==> src/rtl/dsp_seq_pkg.sv <==
`default_nettype none
// ============================================================================
// Module      : dsp_seq_pkg
// Description : Shared types and constants for the DSP MAC job sequencer.
//               Holds the sequencer state encoding, the slice opmode words,
//               the fixed slice pipeline latency and an opmode helper.
// Revision    : 1.0 - initial release
// ============================================================================
package dsp_seq_pkg;

    // Sequencer state encoding (explicit 2-bit width)
    typedef enum logic [1:0] {
        ST_IDLE  = 2'd0,
        ST_RUN   = 2'd1,
        ST_DRAIN = 2'd2,
        ST_DONE  = 2'd3
    } seq_state_e;

    // Z=0, X=M : start a fresh accumulation with the first product
    localparam logic [7:0] OPM_FIRST   = 8'h01;
    // Z=P, X=M : accumulate onto the current P
    localparam logic [7:0] OPM_ACC     = 8'h09;
    // Post-adder subtract select
    localparam int         OPM_SUB_BIT = 7;
    // Beat accept -> P update, set by A1/B1, M and P registers
    localparam int         DSP_PIPE_LAT = 3;

    // Opmode word for a beat in stage 1
    function automatic logic [7:0] opmode_for(input logic first, input logic sub);
        logic [7:0] m;
        m = first ? OPM_FIRST : OPM_ACC;
        m[OPM_SUB_BIT] = sub;
        return m;
    endfunction

endpackage
`default_nettype wire

==> src/rtl/dsp_seq_tagpipe.sv <==
`default_nettype none
// ============================================================================
// Module      : dsp_seq_tagpipe
// Description : Tag shift register that travels alongside beats inside the
//               DSP slice pipeline. A valid/last tag pair per stage plus a
//               first tag for stage 1 (the only stage that needs it).
// Ports       : clk, rst         - clock, synchronous active-high reset
//               fire             - beat accepted this cycle
//               first, last      - tags of the accepted beat
//               s1_valid/s1_first- stage 1 tags (drive CEM/CEOPMODE/opmode)
//               s2_valid         - stage 2 valid (drives CEP)
//               last_done        - last beat of the job has reached P
// Revision    : 1.0 - initial release
// ============================================================================
module dsp_seq_tagpipe #(
    parameter int DEPTH = 3
) (
    input  logic clk,
    input  logic rst,
    input  logic fire,
    input  logic first,
    input  logic last,
    output logic s1_valid,
    output logic s1_first,
    output logic s2_valid,
    output logic last_done
);

    logic [DEPTH-1:0] r_v;
    logic [DEPTH-1:0] r_l;
    logic             r_f;

    // Tags shift every cycle; a bubble shifts in a cleared valid bit
    always_ff @(posedge clk) begin
        if (rst) begin
            r_v <= '0;
            r_l <= '0;
            r_f <= 1'b0;
        end else begin
            r_v <= {r_v[DEPTH-2:0], fire};
            r_l <= {r_l[DEPTH-2:0], fire & last};
            r_f <= fire & first;
        end
    end

    assign s1_valid  = r_v[0];
    assign s1_first  = r_f;
    assign s2_valid  = r_v[1];
    assign last_done = r_v[DEPTH-1] & r_l[DEPTH-1];

endmodule
`default_nettype wire

==> src/rtl/dsp_mac_sequencer.sv <==
`default_nettype none
// ============================================================================
// Module      : dsp_mac_sequencer
// Description : Job sequencer driving one DSP48A1-style slice as a MAC.
//               Accepts a job (start/len/sub) and a stream of 18-bit (a,b)
//               beats, steers slice CE/opmode so P = +/- sum(a*b), and
//               captures the final P into a handshaked result register.
// Ports       : clk, RST                      - clock, sync active-high reset
//               start, len, sub               - job request (sampled in IDLE)
//               in_valid/in_ready/in_a/in_b   - beat stream
//               res_valid/res_ready/res_data  - result handshake
//               busy                          - not IDLE
//               dsp_*                         - slice control / data / P
// Revision    : 1.0 - initial release
// ============================================================================
module dsp_mac_sequencer
    import dsp_seq_pkg::*;
#(
    parameter int LEN_W    = 16,
    parameter int PIPE_LAT = DSP_PIPE_LAT
) (
    input  logic             clk,
    input  logic             RST,
    input  logic             start,
    input  logic [LEN_W-1:0] len,
    input  logic             sub,
    input  logic             in_valid,
    output logic             in_ready,
    input  logic [17:0]      in_a,
    input  logic [17:0]      in_b,
    output logic             res_valid,
    input  logic             res_ready,
    output logic [47:0]      res_data,
    output logic             busy,
    output logic [17:0]      dsp_a,
    output logic [17:0]      dsp_b,
    output logic [7:0]       dsp_opmode,
    output logic             dsp_cea,
    output logic             dsp_ceb,
    output logic             dsp_ceopmode,
    output logic             dsp_cem,
    output logic             dsp_cep,
    output logic             dsp_rst,
    input  logic [47:0]      dsp_p
);

    seq_state_e       r_state;
    logic [LEN_W-1:0] r_cnt;
    logic             r_sub;
    logic             r_first;
    logic [47:0]      r_res_data;

    logic w_in_ready;
    logic w_fire;
    logic w_last;
    logic w_s1_valid;
    logic w_s1_first;
    logic w_s2_valid;
    logic w_last_done;

    // Outputs are gated by RST so the very first reset cycle is already quiet
    assign w_in_ready = !RST && (r_state == ST_RUN) && (r_cnt != '0);
    assign w_fire     = in_valid && w_in_ready;
    assign w_last     = (r_cnt == LEN_W'(1));

    dsp_seq_tagpipe #(
        .DEPTH (PIPE_LAT)
    ) u_tagpipe (
        .clk       (clk),
        .rst       (RST),
        .fire      (w_fire),
        .first     (r_first),
        .last      (w_last),
        .s1_valid  (w_s1_valid),
        .s1_first  (w_s1_first),
        .s2_valid  (w_s2_valid),
        .last_done (w_last_done)
    );

    always_ff @(posedge clk) begin
        if (RST) begin
            r_state    <= ST_IDLE;
            r_cnt      <= '0;
            r_sub      <= 1'b0;
            r_first    <= 1'b0;
            r_res_data <= '0;
        end else begin
            unique case (r_state)
                ST_IDLE: begin
                    if (start) begin
                        r_sub <= sub;
                        if (len != '0) begin
                            r_cnt   <= len;
                            r_first <= 1'b1;
                            r_state <= ST_RUN;
                        end else begin
                            r_res_data <= '0;
                            r_state    <= ST_DONE;
                        end
                    end
                end
                ST_RUN: begin
                    if (w_fire) begin
                        r_cnt   <= r_cnt - LEN_W'(1);
                        r_first <= 1'b0;
                        if (w_last) begin
                            r_state <= ST_DRAIN;
                        end
                    end
                end
                ST_DRAIN: begin
                    // P now holds the full sum including the tagged last beat
                    if (w_last_done) begin
                        r_res_data <= dsp_p;
                        r_state    <= ST_DONE;
                    end
                end
                ST_DONE: begin
                    if (res_ready) begin
                        r_state <= ST_IDLE;
                    end
                end
                default: r_state <= ST_IDLE;
            endcase
        end
    end

    assign in_ready     = w_in_ready;
    assign res_valid    = !RST && (r_state == ST_DONE);
    assign res_data     = r_res_data;
    assign busy         = !RST && (r_state != ST_IDLE);

    assign dsp_a        = in_a;
    assign dsp_b        = in_b;
    assign dsp_cea      = w_fire;
    assign dsp_ceb      = w_fire;
    assign dsp_cem      = !RST && w_s1_valid;
    assign dsp_ceopmode = !RST && w_s1_valid;
    assign dsp_cep      = !RST && w_s2_valid;
    // The first beat uses Z=0, which discards any previous job's P
    assign dsp_opmode   = (!RST && w_s1_valid) ? opmode_for(w_s1_first, r_sub) : 8'h00;
    assign dsp_rst      = RST;

endmodule
`default_nettype wire

==> config.mk <==
export PLATFORM = sky130hd
export DESIGN_NAME = dsp_mac_sequencer
export DESIGN_NICKNAME = d
export VERILOG_FILES = /design/src/rtl/dsp_seq_pkg.sv /design/src/rtl/dsp_seq_tagpipe.sv /design/src/rtl/dsp_mac_sequencer.sv
export SDC_FILE = /design/constraint.sdc
export NUM_CORES = 1
export LEC_CHECK = 0
export ABC_AREA = 0
export BUFFER_PORTS_ARGS = -buffer_cell sky130_fd_sc_hd__buf_2
export CAP_MARGIN = 20
export CORE_ASPECT_RATIO = 1.75
export CORE_MARGIN = 5
export CORE_UTILIZATION = 45
export CTS_CLUSTER_SIZE = 40
export DETAILED_ROUTE_END_ITERATION = 8
export GPL_ROUTABILITY_DRIVEN = 0
export PLACE_DENSITY = 0.82
export RECOVER_POWER = 50
export SLEW_MARGIN = 5
export SYNTH_ARGS = -nofsm -noshare
export SYNTH_HDL_FRONTEND = slang
export SYNTH_SLANG_ARGS = --single-unit
==> constraint.sdc <==
create_clock -name clk -period 5.5 [get_ports clk]
set_input_delay 0.275 -clock clk [delete_from_list [all_inputs] [get_ports clk]]
set_output_delay 0.275 -clock clk [all_outputs]
set_load 0.02 [all_outputs]
==> run summary <==
Longest Clk Path Bufs - 2
Seq/Total Area, Yosys - 0.3722
Tot GR Track Use - 0.2146
Hold endpoint - r_sub
Critical Path RT - 5.73 ns
Crit start category - flop
# hold bufs at CTS - 0
Vias in the first global route - 3,855
WP data arrival - 3.29 ns
Top cell type by total area after synthesis - dfxtp_1
CTS tree - done
Unrepaired setup endpoints after global routing - no
Starting density of the core - 0.4622
Clock Skews - 0.009749 ns
Worst-Margin Slew - 1.129 ns
Die ar. - 11,030 µm²
Drt total wl - 12.03 mm
Fin cells - 661
Site Rows - 45
Post-DP HPWL - 8.478 mm
Final instance area - 4604 µm²
# Post-CTS Setup Buffers - 0
YS warnings - 0
Main synth FF type - dfxtp_1
Setup violators final - 0
Max-slew headroom - 0.2475
Min-Delay Path Depth - 3
GR Util met1 - 0.2174
Pwr dens - 469.7 nW/µm²
CP Class - reg2reg
Die Ht - 135.3 µm
Htree depth - 3
GRT busiest layer - met2
Reg2reg setup slack - 2.44 ns
Max-Cap Viols - 0
Peak VDD IR - 0.3562 mV
Layout cell share with drive strength beyond 1 - 0.2371
Core ar. - 8727 µm²
Ant. Diodes - 0
Slew Limit Fails - 0
Port-buffer cells - 129
Final hold vios - 0
Die width - 81.57 µm
Number of flops mapped to enable cells by yosys - 0
R2R Path End - r_cnt[14]
Initial DRC count - 316
Period utilization - 0.5567
Worst Hold Class - in2reg
Synth async-reset ratio - 0
Post-route DRC - 0
FF+latch count, synth - 75
Crit Path Max Fanout - 28
Post-synth top cells - 75 x dfxtp_1, 64 x a21oi_1, 52 x nand4_1
Drt wl/cell - 18.20 µm
Cells after DPL - 645
PostCTS Resize Cnt - 0
Hold Crit Start - sub
Reg-to-Reg Start - r_state[1]
Largest stage delay, worst path - 0.72 ns
First-pass iteration count of the detailed router - 5
Placement-stage cell area - 4350 µm²
Mapped Area - 4034 µm²
Final Critical Period - 3.062 ns
First-pass GRT wire length - 18.66 mm
Met2 usage - 0.3739
DRT antenna net count - 0
LEAKAGE - 0.001690 µW
Worst-path clk slew - 0.06 ns
Hold WS - 0.2035 ns
Initial antenna violation count - 0
Slowest-stage cell, CP - ha_1
Area grow syn2layout - 14.14%
Vias per cell - 6.123
CTS Root Cell - clkbuf_16
Nets - 653
Synth unique cells - 60
GR Overflow Total - 0
Largest net degree at the start of global routing - 81
Worst-skew pair later-pin latency - 0.33 ns
Sinks on the clock net - 75
Count leader, synth - dfxtp_1
Crit path cell chain - inv_1, ha_1, inv_2, o21ai_0, o21a_1, nand2_2, o31ai_1
Ports - 207
Syn_area_per_cell - 8.369 µm²
Top cell type's share of synthesized area - 0.3722
Type of element capturing the critical path - flop
Synth area leaders - dfxtp_1 37%, buf_4 8.4%, nand4_1 8.1%, a21oi_1 7.9%, o21ai_0 5.3%
Met3 usage - 0.05526
DR vias - 4,047
Num CTS Buffers - 9
Fmax - 326.6 MHz
Mapped Cells - 482
Status - completed
R2r worst-path depth - 7
Setup tns final - 0 ns
-- stage by stage --
| step | utilization | setup slack, ns | power (µW) |
|---|---|---|---|
| 2_1_floorplan | - | 3.614 | 1400 |
| 3_3_place_gp | 0.4985 | 2.725 | 1553 |
| 3_5_place_dp | 0.4985 | 2.483 | 1582 |
| 4_1_cts | 0.5309 | 2.489 | 2146 |
| 5_1_grt | 0.5276 | 2.202 | 2278 |
| 6_report | 0.5276 | 2.438 | 2163 |
-- placed cells by master (no fill, tap or decap), types with 3 or more instances in the layout --
cell and count:
a31oi_1 5, buf_4 3, o311ai_0 6, clkinv_2 4, a211oi_1 3, a21oi_1 64, a311oi_1 3, conb_1 5
clkbuf_1 45, o31ai_1 9, buf_2 84, nor2b_1 9, o21ai_2 3, nand3_1 3, nor2_1 16, ha_1 6
dfxtp_1 75, inv_1 11, nand4_1 52, nor3_1 8, clkbuf_16 9, and3_1 5, nor3_2 3, o21ai_1 10
nand4b_1 3, nand2_1 10, o21ai_0 43
-- registers in the layout, summed over array words and instances, names as in the netlist --
signal              cells
u_tagpipe.r_v           3
r_cnt                  16
res_data               48
r_state                 2
u_tagpipe.s1_first      1
r_first                 1
r_sub                   1
u_tagpipe.r_l           3
-- worst max-delay path: cells and delay by family (launching register included) --
family | cells | cell delay [ns]
AND/OR/NAND/NOR | 1 | 0.24
flip-flops | 1 | 0.35
buffers and inverters | 2 | 0.51
adder cells (fa/ha/maj) | 1 | 0.72
AO/OA/AOI/OAI | 3 | 1.13
-- worst max-delay path by stage --
stage | from | end | cells after the start
after floorplan | r_state[0] | res_data[41] | 9
after global placement | r_state[1] | r_cnt[2] | 7
after CTS | r_state[1] | r_cnt[2] | 7
after global routing | r_state[1] | r_cnt[2] | 7
final | r_state[1] | r_cnt[14] | 7
after detailed placement | r_state[1] | r_cnt[2] | 7
-- cells by family (layout without fill, tap and decap cells) --
| group | after synthesis | after routing | synth area share |
|---|---|---|---|
| buffers and inverters | 102 | 160 | 0.1486 |
| muxes | 4 | 4 | 0.01055 |
| other | 1 | 5 | 0.0009296 |
| DFF | 75 | 75 | 0.3722 |
| and+or+nand+nor | 125 | 125 | 0.1942 |
| adders and majority gates | 7 | 7 | 0.02171 |
| AOI/OAI and AO/OA | 168 | 168 | 0.2519 |
-- final cells by class --
type | instances | area [µm²]
fillers | 820 | 4123
multi-input cells | 309 | 1989
flip-flops and latches | 75 | 1501
repair buffers | 133 | 639.4
clock buffers | 9 | 225.2
well taps | 117 | 146.4
clock inverters | 6 | 57.56
inverters | 12 | 45.04
-- metal layers --
metal	part of all wire	wire (µm)	vias up
met4	0.051	617	0
met1	0.33	4009	1878
met3	0.080	957	68
li1	-	-	1857
met5	0	0	-
met2	0.54	6448	244
-- report_power, final --
group / internal, µW / switching (µW) / total, µW
logic: 284 / 638 / 921
clock network: 345 / 214 / 559
registers: 607 / 76.1 / 683
(Power assumes the default switching activity.)
